`src/rtl/ir_encoder.sv`:
```
// MIPS instruction word encoder: mnemonic ID + operand fields -> 32-bit IR words, queued in a FIFO
// and streamed with byte addresses. Define DELAY_SLOT_NOP_EN to follow every branch/jump with a NOP.
module ir_encoder #(
   parameter int unsigned DEPTH     = 4,
   parameter logic [31:0] BASE_ADDR = 32'h0000_3000
) (
   input  logic        clk,
   input  logic        reset_n,
   input  logic        req_valid,
   output logic        req_ready,
   input  logic [5:0]  mnem,
   input  logic [4:0]  rs,
   input  logic [4:0]  rt,
   input  logic [4:0]  rd,
   input  logic [4:0]  shamt,
   input  logic [15:0] imm,
   input  logic [25:0] target,
   output logic        ir_valid,
   input  logic        ir_ready,
   output logic [31:0] ir_data,
   output logic [31:0] ir_addr,
   output logic        err
);

   localparam int unsigned PW = $clog2(DEPTH);
   localparam int unsigned CW = PW + 1;
   localparam logic [PW-1:0] PTR_ONE = PW'(1);

   logic [31:0] word;
   logic        legal;
   logic        is_branch;

   always_comb begin
      word      = '0;
      legal     = 1'b1;
      is_branch = 1'b0;
      case (mnem)
         6'd0:  word = {6'd0, rs, rt, rd, 5'd0, 6'h21};
         6'd1:  word = {6'd0, rs, rt, rd, 5'd0, 6'h23};
         6'd2:  word = {6'd0, rs, rt, rd, 5'd0, 6'h2a};
         6'd3:  word = {6'd0, rs, rt, rd, 5'd0, 6'h2b};
         6'd4:  word = {6'd0, 5'd0, rt, rd, shamt, 6'h00};
         6'd5:  word = {6'd0, 5'd0, rt, rd, shamt, 6'h03};
         6'd6:  word = {6'd0, 5'd0, rt, rd, shamt, 6'h02};
         6'd7:  word = {6'd0, rs, rt, rd, 5'd0, 6'h24};
         6'd8:  word = {6'd0, rs, rt, rd, 5'd0, 6'h27};
         6'd9:  word = {6'd0, rs, rt, rd, 5'd0, 6'h25};
         6'd10: word = {6'd0, rs, rt, rd, 5'd0, 6'h26};
         6'd11: word = {6'd0, rs, rt, rd, 5'd0, 6'h04};
         6'd12: word = {6'd0, rs, rt, rd, 5'd0, 6'h07};
         6'd13: word = {6'd0, rs, rt, rd, 5'd0, 6'h06};
         6'd14: begin word = {6'd0, rs, 5'd0, rd, 5'd0, 6'h09};  is_branch = 1'b1; end
         6'd15: begin word = {6'd0, rs, 15'd0, 6'h08};           is_branch = 1'b1; end
         6'd16: begin word = {6'h01, rs, 5'd1, imm};             is_branch = 1'b1; end
         6'd17: begin word = {6'h01, rs, 5'd0, imm};             is_branch = 1'b1; end
         6'd18: word = {6'h2b, rs, rt, imm};
         6'd19: word = {6'h28, rs, rt, imm};
         6'd20: word = {6'h23, rs, rt, imm};
         6'd21: word = {6'h20, rs, rt, imm};
         6'd22: word = {6'h24, rs, rt, imm};
         6'd23: word = {6'h0a, rs, rt, imm};
         6'd24: word = {6'h0b, rs, rt, imm};
         6'd25: word = {6'h0c, rs, rt, imm};
         6'd26: word = {6'h0d, rs, rt, imm};
         6'd27: word = {6'h0e, rs, rt, imm};
         6'd28: word = {6'h0f, 5'd0, rt, imm};
         6'd29: word = {6'h09, rs, rt, imm};
         6'd30: begin word = {6'h04, rs, rt, imm};               is_branch = 1'b1; end
         6'd31: begin word = {6'h07, rs, 5'd0, imm};             is_branch = 1'b1; end
         6'd32: begin word = {6'h06, rs, 5'd0, imm};             is_branch = 1'b1; end
         6'd33: begin word = {6'h05, rs, rt, imm};               is_branch = 1'b1; end
         6'd34: begin word = {6'h02, target};                    is_branch = 1'b1; end
         6'd35: begin word = {6'h03, target};                    is_branch = 1'b1; end
         default: legal = 1'b0;
      endcase
   end

   logic [31:0]   mem_q [DEPTH];
   logic [PW-1:0] wr_ptr_q, rd_ptr_q;
   logic [CW-1:0] count_q;
   logic [31:0]   addr_q;
   logic          err_q;
   logic          accept, push, pop, push_nop;
   logic [CW-1:0] push_n;

   assign accept = req_valid && req_ready;
   assign push   = accept && legal;
   assign pop    = ir_valid && ir_ready;

`ifdef DELAY_SLOT_NOP_EN
   // A branch needs room for itself plus its delay-slot NOP.
   assign push_nop  = push && is_branch;
   assign req_ready = (count_q <= CW'(DEPTH - 2));
`else
   assign push_nop  = 1'b0;
   assign req_ready = (count_q != CW'(DEPTH));
`endif

   assign push_n = push ? (push_nop ? CW'(2) : CW'(1)) : '0;

   always_ff @(posedge clk or negedge reset_n) begin
      if (!reset_n) begin
         for (int i = 0; i < int'(DEPTH); i++) mem_q[i] <= '0;
         wr_ptr_q <= '0;
         rd_ptr_q <= '0;
         count_q  <= '0;
         addr_q   <= BASE_ADDR;
         err_q    <= 1'b0;
      end else begin
         if (push) begin
            mem_q[wr_ptr_q] <= word;
            if (push_nop) mem_q[wr_ptr_q + PTR_ONE] <= '0;
            wr_ptr_q <= wr_ptr_q + PW'(push_n);
         end
         if (pop) begin
            rd_ptr_q <= rd_ptr_q + PTR_ONE;
            addr_q   <= addr_q + 32'd4;
         end
         count_q <= count_q + push_n - CW'(pop);
         if (accept && !legal) err_q <= 1'b1;
      end
   end

   assign ir_valid = (count_q != '0);
   assign ir_data  = mem_q[rd_ptr_q];
   assign ir_addr  = addr_q;
   assign err      = err_q;

endmodule

```
`config.mk`:
```
export PLATFORM = sky130hd
export DESIGN_NAME = ir_encoder
export DESIGN_NICKNAME = d
export VERILOG_FILES = /design/src/rtl/ir_encoder.sv
export SDC_FILE = /design/constraint.sdc
export NUM_CORES = 1
export LEC_CHECK = 0
export CAP_MARGIN = 40
export CORE_ASPECT_RATIO = 1.5
export CORE_MARGIN = 2
export CORE_UTILIZATION = 30
export DETAILED_ROUTE_END_ITERATION = 16
export PLACE_DENSITY_LB_ADDON = 0.12
export SETUP_SLACK_MARGIN = 0.1
export SYNTH_ARGS = -nofsm -noshare
export SYNTH_HDL_FRONTEND = slang
export SYNTH_SLANG_ARGS = --single-unit
```
`constraint.sdc`:
```
create_clock -name clk -period 2.6 [get_ports clk]
set_clock_uncertainty 0.1 [all_clocks]
set_input_delay 0.52 -clock clk [delete_from_list [all_inputs] [get_ports clk]]
set_output_delay 0.52 -clock clk [all_outputs]
set_load 0.03 [all_outputs]
```
==> metrics.txt, run 1 <==
outcome complete, no violations; Die Area 28100 um2; Post-synth EDFFs 0; r2r setup slk 270 ps; Hold Path Sink ir_addr[31]$_DFFE_PN0P_; synthesized cell area 8020 um2; Mapped Cells 674; syn_area_per_cell 11.9 um2; Worst path depth 5; Netlist cell types 64; final WL 22900 um; GRT Resource Usage Total 16.9%; io pins 139; RD Place Congestion 0.801; vias in the first global route 6548; Placed Area 10200 um2; hold path cells 1; drt wl/cell 18.7 um; non-filler instance count after layout 1223; Tcrit/Tclk final 97.4%; layer carrying the most global-route usage met2; Vias 6103; flops & latches, synth 162; Die X 137 um; worst hold start ir_addr[31]$_DFFE_PN0P_; area grow syn2layout 37.3%; met2 GRT Util 30.6%; Max Clock Freq 395 MHz; worst reg2reg path endpoint count_q[2]$_DFF_PN0_; first-pass GRT wire length 35900 um; Die Span Y 204 um; Starting Density 30.4%; Largest stage delay, worst path 470 ps; PwrDens 1100 nW/um2; r2r worst-path depth 8; VDD IR-drop max 0.532 mV; initial antenna violation count 0; Ys Warns 0; max-cap violations 0; DRT iter0 DRCs 306; CP Max Fanout 4; crit path launch type flop; Critical Path RT 1980 ps; crit path DAT 1910 ps; drt drc 0; clock sinks 162; leakage power 4.74 nW; grt ovf 0; ant diodes 0; antenna-violating nets left 0; final setup vio count 0; drt pass-1 iters 5; # port buffers 135; HPWL after DPL 16500 um; Final Hold Vio Count 0; post-synthesis async set-or-reset flop share 100%; Post-Place Cells 1181; htree depth 4; largest cells by area after synthesis dfrtp_1, mux4_2, mux2_2; share of layout cells above drive strength 1 28.6%; GRT met1 Usage 19.8%; Slew Viols, Final 0; Root Driver clkbuf_16; sequential fraction of the synthesis area 50.6%; Skew-Pair Late Insertion Delay 430 ps; TritonCTS clock tree built; Filler Cell Count 2493; # rows 73; largest area contributor in the netlist dfrtp_1; CP Class reg -> out; largest net degree at the start of global routing 55; CP cell instances buf_12 -> buf_12 -> buf_4 -> mux4_2 -> buf_6; post-layout minimum cycle time 2530 ps; Synth top area share 49.9%; slowest CP cell mux4_2; Reg-to-Reg Start count_q[0]$_DFF_PN0_; Synth Flop Type dfrtp_1; unrepaired setup endpoints after global routing true; Largest delay share family, worst path buffers and inverters; Finished Core Util 41.7%; Worst Setup End Kind output port; fin area 11000 um2; CTS buffer count 17; Slew headroom 51.3%; met3 Use GR 3.82%; core area 26400 um2; vias per inst 4.99; fin nets 950; Top cell by count, worst path buf_12; clock-pin slew on the worst setup and hold paths 70 ps; CP bufs+invs 4; actual slew at the worst max-slew pin 712 ps; clk buf depth 2; hold crit path type reg -> reg
==> cell families after synthesis <==
group | share of synthesized area (%)
flip-flops | 50.6
XOR/XNOR | 3.71
buffers and inverters | 4.09
adder cells (fa/ha/maj) | 0.874
AO/OA/AOI/OAI | 10.4
other | 0.0468
AND/OR/NAND/NOR | 12.6
multiplexers | 17.7
==> flip-flops by register name, indices dropped and copies added, names as in the netlist <==
name and flops:
mem_q 124, ir_addr 30, count_q 3, rd_ptr_q 2, wr_ptr_q 2, err 1
==> worst max path at each step <==
stage                             from                   end
6_report       rd_ptr_q[0]$_DFFE_PN0P_           ir_data[31]
5_1_grt        rd_ptr_q[0]$_DFFE_PN0P_           ir_data[31]
4_1_cts        rd_ptr_q[0]$_DFFE_PN0P_           ir_data[26]
3_5_place_dp                   mnem[2]  count_q[2]$_DFF_PN0_
3_3_place_gp                   mnem[2]  count_q[2]$_DFF_PN0_
2_1_floorplan                  mnem[3]  count_q[2]$_DFF_PN0_
==> where the power goes <==
group	switching, mW	total [mW]	internal [mW]
logic	2.70	5.52	2.81
registers	0.585	4.10	3.51
clock network	1.15	2.52	1.37
total	4.44	12.1	7.70
==> Yosys cell counts (all sizes together) (3+ instances only) <==
library cell / number
a21oi: 12
a221o: 7
a222oi: 5
a22oi: 3
a31oi: 29
and3: 12
and4: 5
buf: 36
clkbuf: 10
dfrtp: 160
ha: 4
inv: 13
mux2: 57
mux4: 31
nand2: 62
nand2b: 7
nand3: 18
nand4: 17
nor2: 53
nor2b: 5
nor3: 8
o211ai: 5
o21ai: 34
o31ai: 9
or3b: 3
xnor2: 29
xor2: 5
==> stage by stage <==
step                setup WS (ps)  hold slack, ps  setup TNS (ps)  power, mW
floorplan                     101             124               0       7.37
global route                 2.69             404               0       12.9
CTS                         -33.5             389           -90.2       12.2
finish                       66.8             383               0       12.1
detailed placement           -409             372           -9920       9.43
global placement             -390             359           -8050       9.24
==> repair_timing <==
item                                   in CTS  in global routing
resized for setup                          92                 11
endpoints found under the hold margin      49                  0
setup endpoints to repair                  31                 24
hold buffers                                1                  0
cloned                                      1                  1
setup buffers                               6                  1
pin swaps                                   1                  1
==> cells in the final DEF, fill, tap and decap left out, types with 13 or more instances in the layout <==
| master | count |
|---|---|
| clkbuf_16 | 18 |
| nand4_1 | 17 |
| xnor2_1 | 29 |
| nor2_1 | 53 |
| mux2_2 | 35 |
| mux4_2 | 31 |
| buf_6 | 19 |
| o21ai_0 | 15 |
| buf_12 | 16 |
| nand2_1 | 62 |
| inv_1 | 13 |
| a31oi_1 | 29 |
| clkdlybuf4s50_1 | 98 |
| mux2_4 | 18 |
| nand3_1 | 18 |
| buf_4 | 72 |
| dfrtp_1 | 158 |
| o21ai_1 | 18 |
==> worst register-to-register path, delay by kind of cell, from the launching register on <==
family / cells / cell delay [ps]
fa+ha+maj: 3 / 730
buf+inv: 1 / 40
simple gates: 2 / 610
flops: 1 / 440
xor+xnor: 2 / 330
==> final cells by class <==
type / instances / area [um2] / area share [%]
sequential: 162 / 4060 / 36.9
multi-input combinational: 455 / 3640 / 33.1
timing repair buffer: 224 / 2240 / 20.3
clock buffer: 17 / 425 / 3.87
tap: 337 / 422 / 3.83
clock inverter: 15 / 168 / 1.52
inverter: 13 / 48.8 / 0.443
==> metal layers <==
| metal | vias up | share of wire, % |
|---|---|---|
| li1 | 2867 | - |
| met1 | 3082 | 40 |
| met2 | 139 | 54 |
| met3 | 15 | 5.0 |
| met4 | 0 | 1.3 |
| met5 | - | 0 |
(Power assumes the default switching activity.)
==> run 2, diff against run 1 <==
==> constraint.sdc (replaced) <==
create_clock -name clk -period 2.6 [get_ports clk]
set_clock_uncertainty 0.1 [all_clocks]
set_input_delay 0.52 -clock clk [delete_from_list [all_inputs] [get_ports clk]]
set_output_delay 0.52 -clock clk [all_outputs]
set_load 0.01 [all_outputs]
==> run 2 against run 1 <==
Net effect: hold slack worse by 4.9 ps; sequential share of layout area unchanged; non-clock buffer count rose by 5.
==> metrics.txt, run 2 (synthesis gave the netlist of run 1 again) <==
outcome complete, no violations; GRT Resource Usage Total 17.4%; CP Max Fanout 5; CP Class reg -> out; Max Clock Freq 392 MHz; Largest register FFs 124; actual slew at the worst max-slew pin 667 ps; ant diodes 0; vias per inst 5.02; leakage power 4.75 nW; core area 26400 um2; antenna-violating nets left 0; # port buffers 135; unrepaired setup endpoints after global routing true; Critical Path RT 1980 ps; TritonCTS clock tree built; Largest stage delay, worst path 540 ps; CP bufs+invs 4; post-layout minimum cycle time 2550 ps; hold crit path type reg -> reg; clk buf depth 2; Slew headroom 54.4%; Top cell by count, worst path buf_6; # rows 73; Filler Cell Count 2503; htree depth 4; drt wl/cell 18.9 um; drt drc 0; drt pass-1 iters 4; max-cap violations 0; Worst Setup End Kind output port; clock sinks 162; grt ovf 0; overall power 11.4 mW; final WL 23200 um; fin nets 955; largest net degree at the start of global routing 80; Die Span Y 204 um; share of layout cells above drive strength 1 28.3%; slowest CP cell mux4_2; Starting Density 30.4%; Root Driver clkbuf_16; final setup vio count 0; HPWL after DPL 16400 um; PwrDens 1030 nW/um2; Die X 137 um; RD Place Congestion 0.830; Tcrit/Tclk final 98.1%; Die Area 28100 um2; Slew Viols, Final 0; DRT iter0 DRCs 302; VDD IR-drop max 0.549 mV; Skew-Pair Late Insertion Delay 440 ps; clock-pin slew on the worst setup and hold paths 70 ps; CP cell instances buf_12 -> buf_16 -> buf_6 -> mux4_2 -> buf_6; area grow syn2layout 37.3%; crit path DAT 1930 ps; Largest delay share family, worst path multiplexers; Most flops, register mem_q; io pins 139; initial antenna violation count 0; Finished Core Util 41.7%; CTS buffer count 17; commonest non-fill, non-tap cell in the layout dfrtp_1; vias in the first global route 6839; crit path launch type flop; Final Hold Vio Count 0; Vias 6168; commonest cells after routing, fill and taps aside dfrtp_1, clkdlybuf4s50_1, buf_4; first-pass GRT wire length 37100 um
[run 2: path summary, 6_finish.rpt]
path,start,end,slack [ps],cells past startpoint
worst min register to register,ir_addr[31]$_DFFE_PN0P_,ir_addr[31]$_DFFE_PN0P_,380,1
min in group asynchronous,reset_n,mem_q[88]$_DFFE_PN0P_,430,2
worst max register to register,count_q[0]$_DFF_PN0_,count_q[2]$_DFF_PN0_,370,8
worst min-delay path,ir_addr[31]$_DFFE_PN0P_,ir_addr[31]$_DFFE_PN0P_,380,1
worst max-delay path,rd_ptr_q[0]$_DFFE_PN0P_,ir_data[26],50,5
max in group asynchronous,reset_n,rd_ptr_q[0]$_DFFE_PN0P_,1190,3
[run 2: worst reg2reg max path, stage by stage (launching register included)]
cell     delay [ps]
dfrtp_1         430
or3b_1          420
nand3_1         120
ha_1            140
inv_1            40
ha_1            180
fa_1            400
xnor2_1         170
xnor2_1         140
[run 2: layout make-up]
type	instances	area, um2	share of cell area, %
flip-flops and latches	162	4060	36.9
repair buffers	229	2240	20.4
clock buffers	17	425	3.87
clock inverters	15	165	1.50
multi-input cells	455	3640	33.1
inverters	13	48.8	0.443
well taps	337	422	3.83
[run 2: repair_timing]
action	in CTS	in global routing
hold buffers	1	0
hold endpoints to repair	28	0
gates resized for setup	116	29
gates cloned	1	0
endpoints found under the setup margin	33	30
pin swaps	1	1
buffers inserted	12	2
[run 2: power breakdown]
group / internal [mW] / total, mW / switching, mW
combinational: 2.75 / 4.72 / 1.97
sequential: 3.51 / 4.12 / 0.606
clock: 1.37 / 2.51 / 1.14
total: 7.63 / 11.4 / 3.72
[run 2: metal layers]
metal  GRT usage, %  share of wire, %  up-vias
met3           4.07               4.5       14
met2           31.9                54      132
met5              0                 0        -
met1           20.0                40     3141
met4           5.01               1.2        0
li1               -                 -     2881
[run 2: through the flow]
stage               cell area, um2  setup TNS, ps  worst slack, ps  hold WS (ps)  instances
CTS                          10900         -0.172           -0.172           384       1226
detailed placement           10200         -11940             -403           322       1180
global route                 11000          -7.91            -7.91           400       1228
global placement             10200          -9570             -388           313       1180
floorplan                     8020              0              101           124        676
finish                       11000              0             49.9           378       1228
